$ cat config.mk
export PLATFORM = sky130hd
export DESIGN_NAME = mem_lsu_ctrl
export DESIGN_NICKNAME = d
export VERILOG_FILES = /design/src/rtl/mem_lsu_ctrl.sv
export SDC_FILE = /design/constraint.sdc
export NUM_CORES = 1
export LEC_CHECK = 0
export ABC_AREA = 1
export CAP_MARGIN = 10
export CORE_ASPECT_RATIO = 0.6
export CORE_UTILIZATION = 40
export DETAILED_ROUTE_END_ITERATION = 10
export PLACE_DENSITY = 0.71
export SLEW_MARGIN = 10
export SYNTH_ARGS = -nofsm -noshare
export SYNTH_HDL_FRONTEND = slang
export SYNTH_SLANG_ARGS = --single-unit
export TNS_END_PERCENT = 5
$ cat constraint.sdc
create_clock -name clk -period 2.11 [get_ports clk]
set_clock_uncertainty 0.1 [all_clocks]
set_input_delay 0.422 -clock clk [delete_from_list [all_inputs] [get_ports clk]]
set_output_delay 0.422 -clock clk [all_outputs]
set_load 0.005 [all_outputs]
$ cat src/rtl/mem_lsu_ctrl.sv
// MEM-stage load/store controller: decodes size/address into lane enables and store data,
// runs a req/ack handshake with the data RAM with a bus timeout, and extends load results.
//
// state  | meaning
// -------+--------------------------------------------------------------
// IDLE   | waiting for an aligned mem_en; misaligned accesses flagged here
// ACCESS | ram_req held, pipeline stalled, waiting for ram_ack or timeout
// DONE   | one-cycle rdata_valid (and bus_err on timeout), back to IDLE
module mem_lsu_ctrl #(
    parameter int WIDTH   = 32,
    parameter int TIMEOUT = 16
) (
    input  logic             clk,
    input  logic             rst,
    input  logic             mem_en,
    input  logic             mem_we,
    input  logic [1:0]       mem_size,
    input  logic             mem_unsigned,
    input  logic [WIDTH-1:0] addr,
    input  logic [WIDTH-1:0] wdata,
    output logic             ram_req,
    output logic             ram_we,
    output logic [3:0]       ram_be,
    output logic [WIDTH-1:0] ram_addr,
    output logic [WIDTH-1:0] ram_wdata,
    input  logic             ram_ack,
    input  logic [WIDTH-1:0] ram_rdata,
    output logic             stall,
    output logic [WIDTH-1:0] rdata_out,
    output logic             rdata_valid,
    output logic             adel,
    output logic             ades,
    output logic             bus_err
);

    localparam int CW = (TIMEOUT > 2) ? $clog2(TIMEOUT) : 1;
    localparam logic [CW-1:0] CNT_LAST = CW'(TIMEOUT - 1);

    typedef enum logic [1:0] {
        S_IDLE,
        S_ACCESS,
        S_DONE
    } state_t;

    state_t           state_q, state_d;
    logic [CW-1:0]    cnt_q, cnt_d;
    logic             req_q, req_d;
    logic             we_q, we_d;
    logic [3:0]       be_q, be_d;
    logic [WIDTH-1:0] addr_q, addr_d;
    logic [WIDTH-1:0] wdata_q, wdata_d;
    logic [WIDTH-1:0] rdata_q, rdata_d;
    logic             valid_q, valid_d;
    logic             berr_q, berr_d;
    logic [1:0]       size_q, size_d;
    logic             uns_q, uns_d;
    logic [1:0]       off_q, off_d;

    logic             misaligned;
    logic [3:0]       be_dec;
    logic [WIDTH-1:0] wdata_dec;
    logic [WIDTH-1:0] rd_shifted;
    logic [15:0]      rd_half;
    logic [WIDTH-1:0] load_ext;

    always_comb begin
        misaligned = ((mem_size == 2'b01) && addr[0]) ||
                     (mem_size[1] && (addr[1:0] != 2'b00));
        case (mem_size)
            2'b00: begin
                be_dec    = 4'b0001 << addr[1:0];
                wdata_dec = {{(WIDTH-8){1'b0}}, wdata[7:0]} << {addr[1:0], 3'b000};
            end
            2'b01: begin
                be_dec    = addr[1] ? 4'b1100 : 4'b0011;
                wdata_dec = {{(WIDTH-16){1'b0}}, wdata[15:0]} << {addr[1], 4'b0000};
            end
            default: begin
                be_dec    = 4'b1111;
                wdata_dec = wdata;
            end
        endcase
    end

    // Extraction uses the size/offset latched at request time, not the live pipeline inputs.
    always_comb begin
        rd_shifted = ram_rdata >> {off_q, 3'b000};
        rd_half    = off_q[1] ? ram_rdata[31:16] : ram_rdata[15:0];
        case (size_q)
            2'b00:   load_ext = uns_q ? {{(WIDTH-8){1'b0}}, rd_shifted[7:0]}
                                      : {{(WIDTH-8){rd_shifted[7]}}, rd_shifted[7:0]};
            2'b01:   load_ext = uns_q ? {{(WIDTH-16){1'b0}}, rd_half}
                                      : {{(WIDTH-16){rd_half[15]}}, rd_half};
            default: load_ext = ram_rdata;
        endcase
    end

    always_comb begin
        state_d = state_q;
        cnt_d   = cnt_q;
        req_d   = req_q;
        we_d    = we_q;
        be_d    = be_q;
        addr_d  = addr_q;
        wdata_d = wdata_q;
        rdata_d = rdata_q;
        size_d  = size_q;
        uns_d   = uns_q;
        off_d   = off_q;
        valid_d = 1'b0;
        berr_d  = 1'b0;
        stall   = 1'b0;
        adel    = 1'b0;
        ades    = 1'b0;

        case (state_q)
            S_IDLE: begin
                if (mem_en) begin
                    if (misaligned) begin
                        adel = ~mem_we;
                        ades = mem_we;
                    end else begin
                        stall   = 1'b1;
                        req_d   = 1'b1;
                        we_d    = mem_we;
                        be_d    = be_dec;
                        addr_d  = {addr[WIDTH-1:2], 2'b00};
                        wdata_d = wdata_dec;
                        size_d  = mem_size;
                        uns_d   = mem_unsigned;
                        off_d   = addr[1:0];
                        cnt_d   = '0;
                        state_d = S_ACCESS;
                    end
                end
            end
            S_ACCESS: begin
                stall = 1'b1;
                if (ram_ack) begin
                    req_d   = 1'b0;
                    we_d    = 1'b0;
                    be_d    = 4'b0000;
                    valid_d = 1'b1;
                    if (!we_q) rdata_d = load_ext;
                    state_d = S_DONE;
                end else if (cnt_q == CNT_LAST) begin
                    req_d   = 1'b0;
                    we_d    = 1'b0;
                    be_d    = 4'b0000;
                    rdata_d = '0;
                    valid_d = 1'b1;
                    berr_d  = 1'b1;
                    state_d = S_DONE;
                end else begin
                    cnt_d = cnt_q + 1'b1;
                end
            end
            S_DONE: begin
                state_d = S_IDLE;
            end
            default: begin
                state_d = S_IDLE;
            end
        endcase
    end

    always_ff @(posedge clk or negedge rst) begin
        if (!rst) begin
            state_q <= S_IDLE;
            cnt_q   <= '0;
            req_q   <= 1'b0;
            we_q    <= 1'b0;
            be_q    <= 4'b0000;
            addr_q  <= '0;
            wdata_q <= '0;
            rdata_q <= '0;
            valid_q <= 1'b0;
            berr_q  <= 1'b0;
            size_q  <= 2'b00;
            uns_q   <= 1'b0;
            off_q   <= 2'b00;
        end else begin
            state_q <= state_d;
            cnt_q   <= cnt_d;
            req_q   <= req_d;
            we_q    <= we_d;
            be_q    <= be_d;
            addr_q  <= addr_d;
            wdata_q <= wdata_d;
            rdata_q <= rdata_d;
            valid_q <= valid_d;
            berr_q  <= berr_d;
            size_q  <= size_d;
            uns_q   <= uns_d;
            off_q   <= off_d;
        end
    end

    assign ram_req     = req_q;
    assign ram_we      = we_q;
    assign ram_be      = be_q;
    assign ram_addr    = addr_q;
    assign ram_wdata   = wdata_q;
    assign rdata_out   = rdata_q;
    assign rdata_valid = valid_q;
    assign bus_err     = berr_q;

endmodule
# Word-level counts from Yosys, hierarchy flattened
# Index checks and enable logic that the tools add are counted.
# word_totals
reg_bits	113
out_inout_bits	107
wordCells	91
# op_classes
reduce_logical	14
n_eq_ne	10
addsub	1
mux	47
n_shift	4
n_bitwise	2
# ops
cell	count
$mux W32	5
$pmux W32 S2	2
$mux W4	9
$shl A16 B5 Y32	1
$shl A8 B5 Y32	1
$shr A32 B5 Y8	1
$pmux W4 S2	3
$mux W1	19
$mux W16	1
$ne A2 B2 Y1 const B	5
$reduce_and A3 Y1	3
$mux W2	4
$eq A2 B1 Y1 const B	3
$logic_not A2 Y1	3
$pmux W1 S2	3
$reduce_bool A2 Y1	3
$reduce_and A5 Y1	1
$add A4 B1 Y4 const B	1
$eq A4 B4 Y1 const B	1
$pmux W2 S2	1
$reduce_and A4 Y1	1
$shl A1 B2 Y4 const A	1
$ne A3 B3 Y1 const B	1
$logic_and A1 B1 Y1	2
other kinds (2)	3

# Longest topological paths before layout
# Gate-level depths: netlist (run 1).
# logic_depth
ltp_word	6
depth_mapped	11
ltp_nobuf	9

# Least setup slack after synthesis (run 1)
# Ideal clock, no wire load.
# synth_timing
path_type	input-to-output
from	input port addr[1]
to	output port stall
setup_slack_ps	352
required_time_ps	1588
t_arrival_ps	1236
cell_stages	7
cell_sequence	inv_2 o21ai_1 nand2_1 nand3_2 buf_2 buf_2 nand2_1
# synth_between
elab_chain_cells	6
# synth_rtl
item	line_no	text
start, declared	19	input logic [WIDTH-1:0] addr,
$reduce_bool A2 Y1	68	(mem_size[1] && (addr[1:0] != 2'b00));
$logic_and A1 B1 Y1	68	
$logic_or A1 B1 Y1	67	misaligned = ((mem_size == 2'b01) && addr[0]) ||
$mux W1	119	if (misaligned) begin
$mux W1	118	if (mem_en) begin
$pmux W1 S2	116	case (state_q)
end, declared	28	output logic stall,
# Every way passes these cells.

# Worst setup path after layout (run 1)
# layout_timing
from	register state_q[1]
to	output port ades
# layout_between
elab_chain_cells	2
# layout_rtl
item	line_no	text
start, declared	45	state_t state_q, state_d;
start signal, assigned	183	state_q <= state_d;
$logic_not A2 Y1	116	
$mux W1	116	
end, declared	32	output logic ades,
# Every way passes these cells.

==> impl_results.md, run 1 <==
- Die Wd: 153 um
- CTS Buffer Depth: 2
- Comb pwr share: 35.6%
- Gate Count Post-Synth: 739
- Clock power share: 29.9%
- GRT met2 Usage: 34.3%
- Period utilization: 96.5%
- Cell-internal power: 6.70 mW
- Grt met3 use: 8.61%
- Library cells used by synthesis: 29
- Peak supply drop: 466 uV
- Area of placed instances: 0.00792 mm2
- Global route overflow: 0
- Outcome: complete, no violations
- Sequential element share of the synthesized area: 51.5%
- Post-Route WL: 17500 um
- NetSw: 3.02 mW
- Fillers: 1181
- Cell row count: 32
- Max Cap Viol: 0
- Final setup violating endpoints: 0
- Crit Path Max Fanout: 2
- Origin of the worst min-delay path: ram_addr[12]
- Area leader, netlist: dfrtp_1
- Post-synth top area share: 51.5%
- Final hold violation count: 0
- Synth area leaders: dfrtp_1 52%, nand2_1 27%, o21ai_0 5.6%
- Reg-to-reg critical path endpoint: rdata_out[28]
- DIE AREA: 0.0142 mm2
- Antenna violations before repair: 0
- Crit. End Element: output port
- Type of the worst setup path: register to output port
- # clock sinks: 113
- TritonCTS buffer count: 17
- Antenna viol nets, final: 0
- LEAKAGE: 4.27 nW
- GRT Overall Usage: 26.1%
- Hold path endpoint: ram_addr[12]
- Clk slew on worst S/H paths: 50 ps
- Largest net degree at the start of global routing: 49
- DP HPWL: 13100 um
- CTS Root Cell: clkbuf_16
- Final Non-Filler Cells: 1150
- Fraction of layout cells with a size suffix above 1: 8.78%
- Synth Area per Inst: 7.43 um2
- Crit path time final: 2040 ps
- Met1 Use GR: 39.8%
- DR iter-0 viols: 383
- Worst Hold Class: register to register
- I/O pin count: 211
- Reg2Reg Depth: 9
- Sequential group share of total power: 34.5%
- CTS tree: yes
- Max Clock Freq: 491 MHz
- Setup crit start kind: register
- Most Crowded Layer GR: met1
- DR vias: 5551
- CP arrival: 1510 ps
- Port Buffers: 208
- Final instance area: 0.00855 mm2
- DR pass1 iterations: 5
- Placer Congestion: 0.952
- H-tree lvl count: 4
- Vias in the first global route: 5378
- Die H: 92.7 um
- Sw Ratio: 31.1%
- Yosys reg bits: 113
- Clk_lat worst skew: 410 ps
- Synth Cell Area: 0.00549 mm2
- RSZ-0062 raised after global routing: no
- Avg WL per Cell: 15.2 um
- DRC violations left: 0
- Synth-to-Final Area Change: 55.8%
- Register-to-register setup slack: 310 ps
- Initial core utilization: 41.9%
- Nets: 1073
- PwrDens: 1140 mW/mm2
- FF-to-FF Start: off_q[1]
- Core Area: 0.0131 mm2
- Worst hold stages: 2
- Vias/cell: 4.83
- YS warnings: 0
- Post-Place Cells: 1117
- # diodes: 0
- Max-slew violations: 0
- First-pass GRT wire length: 28400 um
- CP Data Required Time: 1590 ps
[worst max-delay path by stage]
| stage | from | cells past startpoint | slack, ps | endpoint |
|---|---|---|---|---|
| after detailed placement | mem_size[1] | 6 | -510 | ades |
| after global routing | state_q[1] | 5 | 10 | adel |
| after CTS | mem_size[0] | 7 | 9 | adel |
| after global placement | mem_size[1] | 6 | -500 | ades |
| final | state_q[1] | 4 | 70 | ades |
| after floorplan | addr[1] | 7 | 350 | stall |
[cells in the final DEF (no fill, tap or decap), drive strengths merged, types with 10 or more instances in the layout]
cell type and count:
nand2 393, clkdlybuf4s50 200, dfrtp 113, o21ai 63, nand3 43, inv 41, buf 36, nor2 30
clkbuf 21, a21oi 10
[logic make-up (layout without fill, tap and decap cells)]
kind of cell             Yosys count  count (layout)  share of synthesized area (%)
adder cells (fa/ha/maj)            1               1                          0.228
flip-flops                       113             113                           51.5
AO/OA/AOI/OAI                     75              75                           6.91
AND/OR/NAND/NOR                  472             472                           34.6
other                              1               2                         0.0683
buffers and inverters             76             316                           6.54
XOR/XNOR                           1               1                          0.160
[routing by layer]
| layer | wire length, um | up-vias |
|---|---|---|
| li1 | - | 2753 |
| met1 | 8950 | 2535 |
| met2 | 6720 | 245 |
| met3 | 1630 | 18 |
| met4 | 176 | 0 |
| met5 | 0 | - |
[sequential cells by signal (all words and copies together) (netlist names), 2 cells and up]
register,cells
ram_be,4
ram_addr,30
off_q,2
size_q,2
state_q,2
cnt_q,4
rdata_out,32
ram_wdata,32
[power by group through the flow]
stage / logic (mW) / registers, mW / clock network, mW
floorplan: 1.33 / 3.35 / 0
global placement: 3.41 / 3.37 / 0
detailed placement: 3.44 / 3.36 / 0
CTS: 3.46 / 3.35 / 2.94
global route: 3.82 / 3.45 / 3.05
finish: 3.46 / 3.35 / 2.90
[area by class of cell]
class / count / area (um2) / share of cell area [%]
repair buffers: 243 / 2430 / 28.4
clock inverters: 10 / 135 / 1.58
flip-flops and latches: 113 / 2830 / 33.1
multi-input cells: 551 / 2320 / 27.2
well taps: 170 / 213 / 2.49
inverters: 42 / 163 / 1.90
clock buffers: 21 / 460 / 5.39
[Yosys cell counts]
master    number
xnor2_1        1
buf_2         16
inv_1         36
nand3_2        1
nor2_4         1
nand2_1      390
o21ai_1        2
ha_1           1
nand2_2        2
nor3_4         1
clkinv_4       1
o211ai_1       1
nor3_1         3
buf_4          3
clkbuf_1      10
nand3_4        1
nor2_2         3
nand2_4        1
nor3_2         1
nor2_1        26
o21ai_0       61
nand3_1       41
a21oi_1       10
buf_6          5
inv_2          5
dfrtp_1      113
a31oi_1        1
conb_1         1
nor3b_1        1
[stage by stage]
step | util (%) | TNS (ps) | total power, mW | hold WS [ps] | worst slack (ps)
2_1_floorplan | - | 0 | 4.69 | 26.4 | 352
3_3_place_gp | 60.5 | -29750 | 6.78 | 288 | -504
3_5_place_dp | 60.5 | -31510 | 6.80 | 291 | -513
4_1_cts | 65.2 | 0 | 9.75 | 378 | 9.09
5_1_grt | 65.3 | 0 | 10.3 | 385 | 13.6
6_report | 65.3 | 0 | 9.71 | 374 | 74.8
[worst max-delay path, stage by stage, from the launching register on]
cell and delay, ps:
dfrtp_1 370, nor2_1 210, nand3_2 140, nor3b_2 170, clkdlybuf4s15_1 220
[timing repair]
action | CTS | global route
gates resized for setup | 12 | 4
pin swaps | 2 | 0
endpoints found under the hold margin | 25 | 0
cloned | 0 | 0
buffers inserted | 1 | 0
setup endpoints to repair | 61 | 3
hold buffers | 1 | 0
Note: power is estimated with default switching activity, not from simulation.
==> run 2, diff against run 1 <==
--- a/config.mk
+++ b/config.mk
@@ -6,11 +6,11 @@
 export NUM_CORES = 1
 export LEC_CHECK = 0
 export ABC_AREA = 1
-export CAP_MARGIN = 10
 export CORE_ASPECT_RATIO = 0.6
 export CORE_UTILIZATION = 40
 export DETAILED_ROUTE_END_ITERATION = 10
-export PLACE_DENSITY = 0.71
+export DONT_BUFFER_PORTS = 1
+export PLACE_DENSITY = 0.51
 export SLEW_MARGIN = 10
 export SYNTH_ARGS = -nofsm -noshare
 export SYNTH_HDL_FRONTEND = slang
==> constraint.sdc (replaced) <==
create_clock -name clk -period 1.95 [get_ports clk]
set_clock_uncertainty 0.1 [all_clocks]
set_input_delay 0.39 -clock clk [delete_from_list [all_inputs] [get_ports clk]]
set_output_delay 0.39 -clock clk [all_outputs]
set_load 0.005 [all_outputs]
==> impl_results.md, run 2 (synthesis gave the netlist of run 1 again) <==
- Outcome: finished, violations left (was complete, no violations)
- Failing checks: hold timing
- Final setup violating endpoints: 0 (unchanged)
- Post-Route Setup TNS: 0 ps (unchanged)
- Post-Place Cells: 887 (was 1117)
- Most frequent cells in the layout: 390 x nand2_1, 113 x dfrtp_1, 61 x o21ai_0 (was 390 x nand2_1, 200 x clkdlybuf4s50_1, 113 x dfrtp_1)
- Type of the worst setup path: register to output port (unchanged)
- Largest net degree at the start of global routing: 114 (was 49)
- Port Buffers: 0 (was 208)
- WHS: -426 ps (was 374 ps)
- Setup crit start kind: register (unchanged)
- Crit path time final: 1860 ps
- First-pass GRT wire length: 25800 um (was 28400 um)
- Synth-to-Final Area Change: 19.5% (was 55.8%)
- CTS Buffer Depth: 2 (unchanged)
- Clk_lat worst skew: 400 ps (was 410 ps)
- Clk slew on worst S/H paths: 60 ps (was 50 ps)
- Slew margin rel.: 49.4%
- Die Wd: 153 um (unchanged)
- H-tree lvl count: 4 (unchanged)
- DR pass1 iterations: 5 (unchanged)
- Vias in the first global route: 4641 (was 5378)
- # clock sinks: 113 (unchanged)
- Initial core utilization: 41.9% (unchanged)
- CTS Root Cell: clkbuf_16 (unchanged)
- DR iter-0 viols: 423 (was 383)
- Hold-fix buffers, CTS: 29 (was 1)
- Post-Route WL: 16100 um (was 17500 um)
- Crit. End Element: output port (unchanged)
- Setup Buffers After CTS: 0 (was 1)
- Max-slew violations: 0 (unchanged)
- CP Data Required Time: 1460 ps (was 1590 ps)
- Crit Path Max Fanout: 2 (unchanged)
- Max Cap Viol: 0 (unchanged)
- Tot Pwr: 8.88 mW (was 9.71 mW)
- Cell row count: 32 (unchanged)
- Core Area: 0.0131 mm2 (unchanged)
- Crit. Startpoint: state_q[1] (unchanged)
- TritonCTS buffer count: 17 (unchanged)
- Final core utilization: 50.1% (was 65.3%)
- FF-to-FF Start: size_q[1] (was off_q[1])
- I/O pin count: 211 (unchanged)
- Fillers: 1263 (was 1181)
- Worst Tran Pin Value: 755 ps
- Placer Congestion: 0.906 (was 0.952)
- Final Non-Filler Cells: 948 (was 1150)
- Avg WL per Cell: 17.0 um (was 15.2 um)
- Nets: 870 (was 1073)
- Vias/cell: 5.00 (was 4.83)
- RSZ-0062 raised after global routing: no (unchanged)
- DIE AREA: 0.0142 mm2 (unchanged)
- DRC violations left: 0 (unchanged)
- DR vias: 4736 (was 5551)
- GRT Overall Usage: 23.9% (was 26.1%)
- LEAKAGE: 3.47 nW (was 4.27 nW)
- Final hold violation count: 113 (was 0)
- Antenna viol nets, final: 0 (unchanged)
- Worst Hold Class: input pin to async pin (was register to register)
- PwrDens: 1350 mW/mm2 (was 1140 mW/mm2)
- Fraction of layout cells with a size suffix above 1: 7.97% (was 8.78%)
- Most common cell after layout, fill and taps aside: nand2_1 (unchanged)
- DP HPWL: 11600 um (was 13100 um)
- Antenna violations before repair: 1 (was 0)
- Global route overflow: 0 (unchanged)
- Period utilization: 95.2%
- # diodes: 0 (unchanged)
- CP arrival: 1370 ps (was 1510 ps)
- Peak supply drop: 461 uV (was 466 uV)
- CTS tree: yes (unchanged)
- Die H: 92.7 um (unchanged)
- Max Clock Freq: 539 MHz
==> run 2: worst paths after layout <==
path	endpoint	slack, ps	depth (start not counted)
min in group clk	ram_addr[26]	10	2
max in group asynchronous	rdata_out[28]	1990	0
setup / recovery	ades	90	3
hold reg to reg	rdata_out[6]	400	2
setup reg to reg	rdata_out[18]	230	9
hold / removal	ram_addr[4]	-430	0
==> run 2: area by class of cell <==
class	instances	area (um2)	share of cell area [%]
flip-flops and latches	113	2830	43.1
multi-input cells	551	2330	35.5
clock buffers	21	460	7.02
repair buffers	40	410	6.26
well taps	170	213	3.24
inverters	42	163	2.48
clock inverters	11	155	2.37
==> run 2: power breakdown <==
group          leakage [nW]  internal, mW  switching (mW)  total (mW)
registers              1.45          3.14           0.717        3.85
logic                  1.72         0.662            1.13        1.80
clock network         0.298          2.09            1.14        3.23
total                  3.47          5.89            2.99        8.88
==> run 2: through the flow <==
step	worst slack, ps	area, um2
floorplan	256	5490
detailed placement	246	5640
finish	94.3	6560
CTS	20.8	6550
global placement	276	5640
global route	19.6	6560
==> run 2: what timing repair did <==
| action | 4_1_cts | 5_1_grt |
|---|---|---|
| hold endpoints to repair | 142 | 113 |
| pin swaps | 0 | 0 |
| gates cloned | 0 | 0 |
| endpoints found under the setup margin | 2 | 2 |
| gates resized for setup | 2 | 2 |
==> run 2: worst max-delay path, cell delays in order (launching register included) <==
cell	delay, ps
dfrtp_1	390
nor2_2	210
nand3_2	150
nor3b_2	220
==> run 2: layer usage <==
metal | part of all wire (%) | routed length [um] | vias up | track usage [%]
met5 | 0.11 | 17 | - | 0
met1 | 50 | 8080 | 2187 | 36.0
met3 | 9.2 | 1480 | 12 | 8.56
met2 | 40 | 6420 | 190 | 31.3
li1 | - | - | 2345 | -
met4 | 0.75 | 121 | 2 | 6.73
==> run 3, diff against run 2 <==
--- a/config.mk
+++ b/config.mk
@@ -6,11 +6,12 @@
 export NUM_CORES = 1
 export LEC_CHECK = 0
 export ABC_AREA = 1
+export CAP_MARGIN = 0
 export CORE_ASPECT_RATIO = 0.6
 export CORE_UTILIZATION = 40
 export DETAILED_ROUTE_END_ITERATION = 10
 export DONT_BUFFER_PORTS = 1
-export PLACE_DENSITY = 0.51
+export PLACE_DENSITY = 0.53
 export SLEW_MARGIN = 10
 export SYNTH_ARGS = -nofsm -noshare
 export SYNTH_HDL_FRONTEND = slang
==> constraint.sdc (replaced) <==
create_clock -name clk -period 1.6 [get_ports clk]
set_clock_uncertainty 0.1 [all_clocks]
set_input_delay 0.32 -clock clk [delete_from_list [all_inputs] [get_ports clk]]
set_output_delay 0.32 -clock clk [all_outputs]
set_load 0.005 [all_outputs]
==> impl_results.md, run 3 (synthesis gave the netlist of run 1 again) <==
- Setup ws final: -92.8 ps (was 94.3 ps)
- Avg WL per Cell: 16.6 um (was 17.0 um)
- Post-Place Cells: 904 (was 887)
- Post-Route Setup TNS: -246 ps (was 0 ps)
- Outcome: finished, violations left (unchanged)
- Most frequent cells in the layout: 389 x nand2_1, 112 x dfrtp_1, 60 x o21ai_0 (was 390 x nand2_1, 113 x dfrtp_1, 61 x o21ai_0)
- DIE AREA: 0.0142 mm2 (unchanged)
- Placer Congestion: 0.929 (was 0.906)
- CTS tree: yes (unchanged)
- Fillers: 1231 (was 1263)
- PwrDens: 1620 mW/mm2 (was 1350 mW/mm2)
- GRT Overall Usage: 23.5% (was 23.9%)
- Post-Route WL: 16200 um (was 16100 um)
- Cell row count: 32 (unchanged)
- CTS Buffer Depth: 2 (unchanged)
- # diodes: 0 (unchanged)
- Max-slew violations: 0 (unchanged)
- DR pass1 iterations: 5 (unchanged)
- Hold-fix buffers, CTS: 41 (was 29)
- Period utilization: 106%
- H-tree lvl count: 4 (unchanged)
- LEAKAGE: 3.60 nW (was 3.47 nW)
- CP max stage cell: dfrtp_1 (unchanged)
- Vias/cell: 5.06 (was 5.00)
- Tot Pwr: 11.1 mW (was 8.88 mW)
- Reg-to-reg critical path endpoint: rdata_out[19] (was rdata_out[18])
- I/O pin count: 211 (unchanged)
- Crit. End Element: output port (unchanged)
- Clk_lat worst skew: 400 ps (about the same)
- FF-to-FF Start: cnt_q[0] (was size_q[1])
- Crit Path Max Fanout: 2 (unchanged)
- Die H: 92.7 um (unchanged)
- Most common cell after layout, fill and taps aside: nand2_1 (unchanged)
- Final setup violating endpoints: 3 (was 0)
- Final Non-Filler Cells: 976 (was 948)
- Clk slew on worst S/H paths: 60 ps (about the same)
- # clock sinks: 113 (unchanged)
- Antenna viol nets, final: 0 (unchanged)
- Fraction of layout cells with a size suffix above 1: 10.7% (was 7.97%)
- Peak supply drop: 648 uV (was 461 uV)
- Register-to-register setup slack: 40 ps (was 230 ps)
- Final instance area: 0.00685 mm2 (was 0.00656 mm2)
- Setup crit start kind: register (unchanged)
- Max incr delay on CP: 400 ps (was 390 ps)
- Crit-path cells: nor2_4 > nand3_4 > nor3b_2 (was nor2_2 > nand3_2 > nor3b_2)
- Area of placed instances: 0.00578 mm2 (was 0.00564 mm2)
- Antenna violations before repair: 0 (was 1)
- Port Buffers: 0 (unchanged)
- Type of the worst setup path: register to output port (unchanged)
- DP HPWL: 11500 um (was 11600 um)
- CP Data Required Time: 1180 ps (was 1460 ps)
- Synth-to-Final Area Change: 24.9% (was 19.5%)
- RSZ-0062 raised after global routing: yes (was no)
- TritonCTS buffer count: 17 (unchanged)
- DR iter-0 viols: 353 (was 423)
- CP arrival: 1270 ps (was 1370 ps)
- Global route overflow: 0 (unchanged)
- Crit path time final: 1690 ps
- Max Clock Freq: 591 MHz
- Nets: 899 (was 870)
- DRC violations left: 0 (unchanged)
- Worst Hold Class: input pin to async pin (unchanged)
- WHS: -490 ps (was -426 ps)
- Die Wd: 153 um (unchanged)
- Max Cap Viol: 0 (unchanged)
- Setup crit end: ades (unchanged)
- Setup Buffers After CTS: 0 (unchanged)
- Final hold violation count: 113 (unchanged)
- Largest net degree at the start of global routing: 114 (unchanged)
- First-pass GRT wire length: 25800 um (about the same)
- Failing checks: hold timing, setup timing (was hold timing)
- Vias in the first global route: 4802 (was 4641)
- DR vias: 4942 (was 4736)
- Initial core utilization: 41.9% (unchanged)
- Core Area: 0.0131 mm2 (unchanged)
- Crit. Startpoint: state_q[1] (unchanged)
- Reg2Reg Depth: 10 (was 9)
- CTS Root Cell: clkbuf_16 (unchanged)
==> run 3: repair_timing <==
action	CTS	global route
endpoints found under the setup margin	3	29
pin swaps	1	0
hold endpoints to repair	154	113
gates resized for setup	5	8
==> run 3: metrics by stage <==
stage	hold slack [ps]	util, %	setup slack (ps)
2_1_floorplan	-75.6	-	45.9
3_3_place_gp	-73.7	44.1	44.9
3_5_place_dp	-74.2	44.1	13.3
4_1_cts	-507	52.2	-125
5_1_grt	-513	52.4	-134
6_report	-490	52.4	-92.8
==> run 3: final cells by class <==
cell class	count	area (um2)	share of cell area (%)
multi-input cells	551	2350	34.3
flip-flops and latches	113	2830	41.3
well taps	170	213	3.10
clock buffers	18	439	6.41
repair buffers	69	671	9.78
inverters	42	163	2.37
clock inverters	13	186	2.72
==> run 3: power breakdown <==
part           switching [mW]  internal, mW  leakage, nW
sequential              0.888          3.82         1.44
clock                    1.37          2.64        0.294
combinational            1.43         0.948         1.86
total                    3.69          7.41         3.60
==> run 3: metal layers <==
layer / vias to the layer above / wire (um) / GRT usage, %
li1: 2403 / - / -
met1: 2318 / 8040 / 35.0
met2: 207 / 6650 / 32.8
met3: 14 / 1370 / 7.35
met4: 0 / 133 / 5.39
met5: - / 0 / 0
==> run 3: worst max-delay path: cells and delay by family, from the launching register on <==
kind             cells  cell delay [ps]
flip-flops           1              400
AND/OR/NAND/NOR      3              480
==> run 3: how the worst min path moves through the flow <==
stage	startpoint	cells after the start	slack, ps	to
after floorplan	rst	0	-80	bus_err
after global placement	rst	0	-70	ram_addr[4]
after detailed placement	rst	0	-70	ram_addr[4]
after CTS	rst	0	-510	ram_addr[4]
after global routing	rst	0	-510	ram_addr[4]
final	rst	0	-490	ram_addr[4]
